[src/rtl/imem_access_ctrl.sv]
// imem_access_ctrl: arbitrates the single-port imem between fetch and loader.
// Boot/reload sessions write from address 0 upward; fetch stalls meanwhile.
module imem_access_ctrl #(
    parameter int ADDR_W    = 11,
    parameter int DATA_W    = 32,
    parameter bit BOOT_LOAD = 1'b1
) (
    input  logic              clk,
    input  logic              rst,
    input  logic [ADDR_W-1:0] fetch_addr,
    input  logic              fetch_en,
    input  logic              ld_req,
    input  logic [DATA_W-1:0] ld_data,
    input  logic              ld_last,
    output logic              ld_ack,
    output logic              ld_err,
    output logic [ADDR_W:0]   ld_count,
    output logic [ADDR_W-1:0] mem_addr,
    output logic [DATA_W-1:0] mem_data,
    output logic              mem_rden,
    output logic              mem_wren,
    output logic              pc_write_en,
    output logic              instr_valid,
    output logic              core_en
);

    typedef enum logic [1:0] {
        BOOT,
        RUN,
        PAUSE,
        RESUME
    } state_t;

    state_t            state, state_nx;
    logic [ADDR_W:0]   wr_ptr;
    logic              err_q;
    logic              rd_pending;
    logic              full;
    logic              wr_inc;
    logic              err_set;
    logic              sess_clr;

    // Pointer saturates at 2^ADDR_W; the top bit doubles as the full flag.
    assign full        = wr_ptr[ADDR_W];
    assign ld_count    = wr_ptr;
    assign ld_err      = err_q;
    assign instr_valid = rd_pending;

    always_ff @(posedge clk or negedge rst) begin
        if (!rst) begin
            if (BOOT_LOAD) state <= BOOT;
            else           state <= RUN;
            wr_ptr     <= '0;
            err_q      <= 1'b0;
            rd_pending <= 1'b0;
        end else begin
            state      <= state_nx;
            rd_pending <= mem_rden;
            if (sess_clr) begin
                wr_ptr <= '0;
                err_q  <= 1'b0;
            end else begin
                if (wr_inc)  wr_ptr <= wr_ptr + 1'b1;
                if (err_set) err_q  <= 1'b1;
            end
        end
    end

    always_comb begin
        state_nx    = state;
        mem_addr    = '0;
        mem_data    = '0;
        mem_rden    = 1'b0;
        mem_wren    = 1'b0;
        ld_ack      = 1'b0;
        pc_write_en = 1'b0;
        core_en     = 1'b1;
        wr_inc      = 1'b0;
        err_set     = 1'b0;
        sess_clr    = 1'b0;
        unique case (state)
            BOOT, PAUSE: begin
                core_en = (state == PAUSE);
                if (ld_req) begin
                    ld_ack = 1'b1;
                    if (!full) begin
                        mem_wren = 1'b1;
                        mem_addr = wr_ptr[ADDR_W-1:0];
                        mem_data = ld_data;
                        wr_inc   = 1'b1;
                    end else begin
                        err_set = 1'b1;
                    end
                    if (ld_last) state_nx = RESUME;
                end
            end
            RUN: begin
                mem_addr    = fetch_addr;
                mem_rden    = fetch_en;
                pc_write_en = !ld_req;
                // The request is only observed here; it is written from PAUSE.
                if (ld_req) begin
                    state_nx = PAUSE;
                    sess_clr = 1'b1;
                end
            end
            RESUME: begin
                mem_addr = fetch_addr;
                mem_rden = 1'b1;
                state_nx = RUN;
            end
        endcase
    end

    a_rw_excl: assert property (
        @(posedge clk) disable iff (!rst) !(mem_rden && mem_wren)
    );

endmodule
[config.mk]
export PLATFORM = sky130hd
export DESIGN_NAME = imem_access_ctrl
export DESIGN_NICKNAME = d
export VERILOG_FILES = /design/src/rtl/imem_access_ctrl.sv
export SDC_FILE = /design/constraint.sdc
export NUM_CORES = 1
export LEC_CHECK = 0
export CAP_MARGIN = 0
export CORE_AREA = 2 2 64 66
export CTS_BUF_LIST = sky130_fd_sc_hd__clkbuf_4
export CTS_CLUSTER_DIAMETER = 30
export DETAILED_ROUTE_END_ITERATION = 10
export DIE_AREA = 0 0 66 68
export GPL_TIMING_DRIVEN = 0
export PLACE_DENSITY = 0.77
export SLEW_MARGIN = 0
export SYNTH_ARGS = -nofsm -noshare
export SYNTH_HDL_FRONTEND = slang
export SYNTH_SLANG_ARGS = --single-unit
[constraint.sdc]
create_clock -name clk -period 1.8 [get_ports clk]
set_clock_uncertainty 0.1 [all_clocks]
set_input_delay 0.27 -clock clk [delete_from_list [all_inputs] [get_ports clk]]
set_output_delay 0.27 -clock clk [all_outputs]
set_load 0.03 [all_outputs]
* After elaboration in Yosys (flattened, before gate mapping)
Cells that the tools add are included.
** Cells by class
- Add/sub/neg operators :: 1
- $mul :: 0
- Divide/modulo/power cells :: 0
- Magnitude comparators :: 0
- Equal/unequal tests :: 6
- Shift-type cells :: 0
- Multiplexer cells :: 26
- Bitwise logic cells :: 0
- Reductions and logical operators :: 7
** Operators with widths (count)
- two-way mux 32 bit :: 3
- two-way mux 12 bit :: 2
- two-way mux 11 bit :: 2
- case mux 11 bit (2 select lines) :: 1
- two-way mux 1 bit :: 13
- adder 12 x 1 -> 12 bit (second input constant) :: 1
- two-way mux 2 bit :: 3
- inequality test 2 bit (second input constant) :: 3
- case mux 2 bit (3 select lines) :: 1
- == test 2 bit (second input constant) :: 2
- nonzero test 2 bit :: 2
- OR reduction 2 bit :: 2
- AND reduction 3 bit :: 1
- == test 2 x 1 -> 1 bit (second input constant) :: 1
- zero test 2 bit :: 1
- case mux 1 bit (2 select lines) :: 1
- zero test 1 bit :: 1
** Storage, ports and cells
- Flip-flop bits (word level) :: 16
- Latch bits :: 0
- Bits in writable memories :: 0
- Bits in read-only memories :: 0
- Input bits :: 48
- Output and inout bits :: 62
- Word-level logic and storage cells :: 44
- Memories :: 0

* Depth between registers and ports, before layout
Gate-level depths: netlist (run 1).
- Word-level depth :: 5
- Gate-level depth with buffers :: 6
- Gate-level depth less buffers :: 5

* Worst setup path before layout (run 1)
Ideal clock, no wire load.
- Path kind :: register -> output
- Start :: register wr_ptr[11], in the netlist ld_count[11]
- End :: output mem_data[22]
- Data arrival time :: 1553 ps
- Data required time :: 1430 ps
- Slack :: -123 ps
- Stages on the path, launching flop included :: 4
- Buffers on the path :: 1
- Path through :: dfrtp_1 -> nor3b_2 -> clkbuf_1 -> and2_1
** Between the ends
- Word-level cells in the longest chain between the ends :: 3
** RTL lines
- start, declared :: line 35 : logic [ADDR_W:0] wr_ptr;
- start signal, assigned :: line 63 : if (wr_inc) wr_ptr <= wr_ptr + 1'b1;
- two-way mux 32 bit :: line 86 : if (!full) begin
- two-way mux 32 bit :: line 84 : if (ld_req) begin
- two-way mux 32 bit :: line 81 : unique case (state)
- end, declared :: line 19 : output logic [DATA_W-1:0] mem_data,
Every way passes these cells.

* Worst setup path after layout (run 1)
- Start :: register state[0]
- End :: output mem_data[15]
** Between the ends
- Word-level cells in the longest chain between the ends :: 3
- Elaborated cells on any way between the ends :: 4
- Those cells by class :: 1 x eq/ne; 1 x mux; 2 x reduce/logical
** RTL lines
- start, declared :: line 34 : state_t state, state_nx;
- start signal, assigned :: line 57 : state <= state_nx;
- == test 2 bit / zero test 2 bit (equally long branches) :: line 81
- OR reduction 2 bit (*) :: line 81
- two-way mux 32 bit (*) :: line 81
Mark *: on every way between the ends. The rest lies on a longest branch, timed or not.

==> reports/qor.yml, run 1 <==
drt:
  post_drt_wl_per_cell_um: 13.2
  wl_um: 4000
  via_count: 1343
  viasPerCell: 4.45
  dr.pass1.iters: 4
  top_layer: "met3"
  ant_nets: 0
  wl_met3_um: 187
  drcViolationCount: 0
  drtIter0Drc: 29
  wl_met1_um: 1660
  dr_wl_met2_um: 2160
global_routing:
  grt_use_total: 0.168
  grt_max_degree: 17
  grt_pass1_vias: 1253
  grt_pass1_wl_um: 5900
  antenna_found_initial: 0
  overflow: 0
logic_synthesis:
  ys_ff_latch: 16
  synthDistinctLibCells: 31
  yosysSeqAreaShare: 0.354
  synthesis.area_um2: 1130
  synth_warnings: 0
  syn_avg_cell_area_um2: 8.91
  synth_nets: 176
  synthTopCellsByArea: "dfrtp_1, and2_1, a22o_1"
  synth_cells: 127
  synth_top_area_frac: 0.354
  yosysTopAreaCell: "dfrtp_1"
critical_path:
  critPathArrivalTime_ns: 1.65
  crit_type: "register to output port"
  slowest_delay_ns: 0.40
  endpoint_kind: "output port"
  cp_cell_sequence: "buf_6, nor3b_4, buf_6, buf_6, and2_1, buf_6"
  start_kind: "register"
  worstPathMaxFanout: 10
  slowest_stage: "dfrtp_1"
  worstPathRequired_ns: 1.43
  crit_path_frequent_cell: "buf_6"
outcome:
  violations: "setup timing"
  status: "complete, but fails checks"
sta:
  post-route-min-period_ns: 2.02
  setup_slack_ns: -0.215
  rsz0062_at_grt: "yes"
  timing.fmax_ghz: 0.496
  finalSetupViolCount: 43
  min_period_over_period: 1.12
  worstMarginPinSlew_ns: 0.709
  hold_violations: 0
  relSlewSlack: 0.526
  drv_slew: 0
cts:
  clkTransAtPathRegs_ns: 0.09
  cts_tree: "built"
  cts_buffers: 3
  htree_levels: 1
  cts.sinks: 16
  cts.path.max_buffers: 2
  clk_latency_ns: 0.28
  cts_root_buf: "clkbuf_4"
die:
  die_y_um: 68
  coreArea_um2: 3860
  start_util: 0.293
  die_area_um2: 4490
  row_count: 23
  die_x_um: 66
  io_pins: 110
power_and_ir_drop:
  cellPowerDensity_nw_per_um2: 1070
  p_clk_frac: 0.069
  power.internal_w: 0.00147
  vdd_ir_drop_max_mv: 0.852
  switching_share: 0.454
  switchingPower_w: 0.00123
  p_leak_nw: 1.30
  pwr-share-seq: 0.185
  finalPower_w: 0.00270
  combPwrFrac: 0.747
finish:
  final_nets: 303
  insertedDiodeCount: 0
  drive_gt1_frac: 0.349
  syn_to_final_growth_pct: 123
  final_util: 0.655
min_path:
  worstHoldPathType: "input pin to asynchronous set/reset pin"
placed_design:
  place_congestion: 0.701
  dp_hpwl_um: 2960
  numPortBuffers: 109
job:
  drv_cap: 0
## state kept, by name, indices dropped and copies added, names as in the netlist
name         cells
ld_err           1
ld_count        12
instr_valid      1
state            2
## repair_timing
| item | CTS | global route |
|---|---|---|
| cloned | 2 | 0 |
| endpoints found under the setup margin | 51 | 54 |
| pin swaps | 4 | 6 |
| buffers inserted | 9 | 2 |
| gates resized for setup | 339 | 23 |
| hold buffers | 0 | 0 |
## synthesized netlist by cell type
library cell	instances
nand3_1	1
xnor2_1	6
buf_2	2
nor4b_2	1
a21oi_1	2
nor3b_2	2
o21ai_0	3
nor3b_1	1
buf_6	2
dfrtp_1	16
nor2_1	13
nor3_1	2
buf_4	1
or3_1	1
nand4_1	2
and3_1	1
xor2_1	3
ha_1	1
and3b_1	1
or2_2	1
a22o_1	10
a31oi_1	1
inv_1	2
nor4_4	1
nand2_1	8
nor2b_1	2
and2_1	32
nand4bb_1	1
mux2i_1	2
o21a_1	1
clkbuf_1	5
## per-layer routing
metal / up-vias / track usage
li1: 677 / -
met1: 632 / 0.227
met2: 34 / 0.293
met3: 0 / 0.0362
met4: 0 / 0.00765
met5: - / 0
## layout make-up
type	count	area, um2
plain buffers	10	98.8
clock buffers	3	22.5
fillers	329	1330
inverters	2	7.51
multi-input cells	99	701
flip-flops and latches	16	400
well taps	50	62.6
repair buffers	122	1230
## worst paths after layout
| check | endpoint | depth (start not counted) | from | slack, ns |
|---|---|---|---|---|
| min in group clk | state[1] | 3 | ld_req | 0.42 |
| min reg2reg | ld_err | 2 | ld_err | 0.44 |
| max | mem_data[15] | 6 | state[0] | -0.22 |
| max in group asynchronous | state[0] | 1 | rst | 0.85 |
| max reg2reg | ld_count[5] | 8 | state[0] | 0.07 |
| min | ld_count[9] | 1 | rst | 0.30 |
## critical path, delay by kind of cell (launching register included)
family                 cells  cell delay, ns
DFF                        1            0.40
buffers and inverters      4            0.57
and+or+nand+nor            2            0.39
## stage by stage
step | worst slack (ns) | instance area, um2 | hold slack, ns | setup TNS, ns | std cells
floorplan | 0.0146 | 1140 | -0.126 | 0 | 127
global placement | -1.01 | 2290 | 0.433 | -42.27 | 286
detailed placement | -1.03 | 2290 | 0.431 | -42.62 | 286
CTS | -0.206 | 2440 | 0.339 | -7.00 | 300
global route | -0.300 | 2520 | 0.381 | -11.07 | 302
finish | -0.215 | 2520 | 0.301 | -7.56 | 302
## layout by cell type (no fill, tap or decap), drive strengths merged
cell           count
a21oi              2
a22o              10
a31oi              1
and2              32
and3               1
and3b              1
buf               65
clkbuf             9
clkdlybuf4s50     49
dfrtp             16
dlygate4sd2        4
dlymetal6s2s       8
ha                 1
inv                2
mux2i              2
nand2              8
nand3              1
nand4              2
nand4bb            1
nor2              13
nor2b              2
nor3               2
nor3b              3
nor4               1
nor4b              1
o21a               1
o21ai              3
or2                1
or3                1
xnor2              6
xor2               3
## power by group through the flow
stage                     clock network [W]  logic (W)  registers [W]
after floorplan                           0   0.000932       0.000580
after global placement                    0    0.00175       0.000505
after detailed placement                  0    0.00175       0.000505
after CTS                          0.000189    0.00198       0.000498
after global routing               0.000213    0.00214       0.000508
final                              0.000186    0.00202       0.000499
## logic make-up after synthesis
logic type	synth area share
buffers and inverters	0.0586
multiplexers	0.0177
adder cells (fa/ha/maj)	0.0111
flip-flops	0.354
AND/OR/NAND/NOR	0.377
XOR/XNOR	0.0697
AO/OA/AOI/OAI	0.112
Power figures use the tool's default switching activity.
==> inputs of run 2 (changes only) <==
--- a/config.mk
+++ b/config.mk
@@ -12,7 +12,7 @@
 export DETAILED_ROUTE_END_ITERATION = 10
 export DIE_AREA = 0 0 66 68
 export GPL_TIMING_DRIVEN = 0
-export PLACE_DENSITY = 0.77
+export PLACE_DENSITY = 0.81
 export SLEW_MARGIN = 0
 export SYNTH_ARGS = -nofsm -noshare
 export SYNTH_HDL_FRONTEND = slang
==> run 2 against run 1 <==
  * The run still ends with setup timing left
  * Register-to-register slack got worse by 0.13 ns
  * Via count rose by 2.5%
  * Global-route usage up 1.4 points
  * Clock-buffer cell count unchanged
  * First-iteration DRC count increased by 48%
  * Die area did not move
  * Total power up 2.8%
  * Critical path depth rose by 1
  * Clock power is 4% higher
  * Critical endpoint is now mem_addr[6]
  * Largest cell class unchanged
==> reports/qor.yml, run 2 (synthesis results as in run 1) <==
drt:
  post_drt_wl_per_cell_um: 14.6  # +10%
  viasPerCell: 4.53  # +1.9%
  ant_nets: 0  # unchanged
  wl_um: 4450  # +11%
  dr.pass1.iters: 4  # unchanged
  drtIter0Drc: 43  # +48%
  via_count: 1377  # +2.5%
  drcViolationCount: 0  # unchanged
outcome:
  status: "complete, but fails checks"
  violations: "setup timing"
placed_design:
  place_congestion: 0.701  # about the same
  dpl-instance-area_um2: 2290  # unchanged
  numPortBuffers: 109  # unchanged
  dp_hpwl_um: 3030  # +2.6%
  dp_slack_ns: -1.03  # -0.00224 ns
sta:
  hold_violations: 0  # unchanged
  timing.fmax_ghz: 0.493  # -0.68%
  whs_ns: 0.307  # +0.00608 ns
  post-route-min-period_ns: 2.03  # +0.0138 ns
  rsz0062_at_grt: "yes"
  relSlewSlack: 0.510  # -0.0164
  setup_slack_ns: -0.229  # -0.0138 ns
  worstMarginPinSlew_ns: 0.733  # +0.0246 ns
  drv_slew: 0  # unchanged
  min_period_over_period: 1.13  # +0.00769
  finalSetupViolCount: 47  # +9.3%
cts:
  cts.sinks: 16  # unchanged
  cts_tree: "built"
  cts_hold_buf: 0  # unchanged
  cts_buffers: 3  # unchanged
  clk_latency_ns: 0.29  # about the same
  cts_root_buf: "clkbuf_4"
  clkTransAtPathRegs_ns: 0.09  # about the same
  cts.path.max_buffers: 2  # unchanged
  htree_levels: 1  # unchanged
global_routing:
  met1_usage: 0.245  # +0.0186
  met2_usage: 0.318  # +0.0253
  overflow: 0  # unchanged
  grt_pass1_wl_um: 6340  # +7.5%
  use_met3: 0.0362  # unchanged
  grt.busiest_layer: "met2"
  antenna_found_initial: 0  # unchanged
  grt_pass1_vias: 1322  # +5.5%
  grt_max_degree: 17  # unchanged
  grt_use_total: 0.183  # +0.0144
finish:
  final_nets: 305  # +0.66%
  nFillCells: 354  # +7.6%
  stdcell_area_um2: 2570  # +1.8%
  final_common_cell: "clkdlybuf4s50_1"
  final_cell_mix: "clkdlybuf4s50_1, buf_6, buf_4"
  drive_gt1_frac: 0.370  # +0.0209
  syn_to_final_growth_pct: 127
  multiInputGateArea_um2: 742  # +5.9%
  seqCellArea_um2: 400  # unchanged
  insertedDiodeCount: 0  # unchanged
  largest_register_ffs: 12  # unchanged
critical_path:
  critPathLaunch: "state[0]"
  endpoint_kind: "output port"
  critPathArrivalTime_ns: 1.66  # about the same
  reg2reg_from: "state[0]"
  crit_type: "register to output port"
  worstPathMaxFanout: 5  # -5
  start_kind: "register"
  worstPathRequired_ns: 1.43  # about the same
power_and_ir_drop:
  vdd_ir_drop_max_mv: 0.756  # -11%
  cellPowerDensity_nw_per_um2: 1080  # +0.98%
  p_leak_nw: 1.37  # +5.9%
die:
  die_area_um2: 4490  # unchanged
  coreArea_um2: 3860  # unchanged
  row_count: 23  # unchanged
  io_pins: 110  # unchanged
  start_util: 0.293  # unchanged
  die_x_um: 66  # unchanged
  die_y_um: 68  # unchanged
job:
  drv_cap: 0  # unchanged
min_path:
  worstHoldPathType: "input pin to asynchronous set/reset pin"
[run 2: metrics by stage]
stage	TNS (ns)	util	power, W	std cells
after CTS	-7.33	0.630	0.00266	300
after global placement	-41.68	0.594	0.00224	286
final	-8.56	0.667	0.00278	304
after detailed placement	-43.14	0.594	0.00225	286
after floorplan	0	-	0.00151	127
after global routing	-12.98	0.667	0.00294	304
[run 2: final timing paths]
path,cells after the start,to,slack [ns]
setup / recovery,7,mem_addr[6],-0.23
hold / removal,1,ld_count[1],0.31
setup reg to reg,8,ld_count[10],-0.06
hold reg to reg,2,ld_err,0.45
max in group asynchronous,1,ld_count[0],0.83
min in group clk,3,state[1],0.41
[run 2: where the power goes]
part	total, W	switching [W]	internal [W]
sequential	0.000501	0.0000752	0.000426
clock	0.000193	0.000115	0.0000780
combinational	0.00209	0.00107	0.00102
[run 2: worst max-delay path, stage by stage (launching register included)]
cell and delay (ns):
dfrtp_1 0.41, buf_6 0.13, nor3b_4 0.19, buf_6 0.13, buf_8 0.12, buf_6 0.12
a22o_1 0.14, buf_6 0.13
[run 2: timing repair]
action / 4_1_cts / 5_1_grt
pin swaps: 13 / 12
endpoints found under the hold margin: 0 / 0
endpoints found under the setup margin: 52 / 56
gates resized for setup: 336 / 29
cloned: 5 / 0
buffers inserted: 6 / 4
[run 2: final cells by class]
| type | count | area share |
|---|---|---|
| repair buffers | 124 | 0.478 |
| plain buffers | 10 | 0.0414 |
| flip-flops and latches | 16 | 0.156 |
| inverters | 2 | 0.00292 |
| multi-input cells | 99 | 0.289 |
| clock buffers | 3 | 0.00876 |
| well taps | 50 | 0.0243 |
[run 2: per-layer routing]
layer  vias up  wire [um]
met5         -          0
met4         0         15
met3         3        147
met2        32       2430
met1       661       1850
li1        681          -
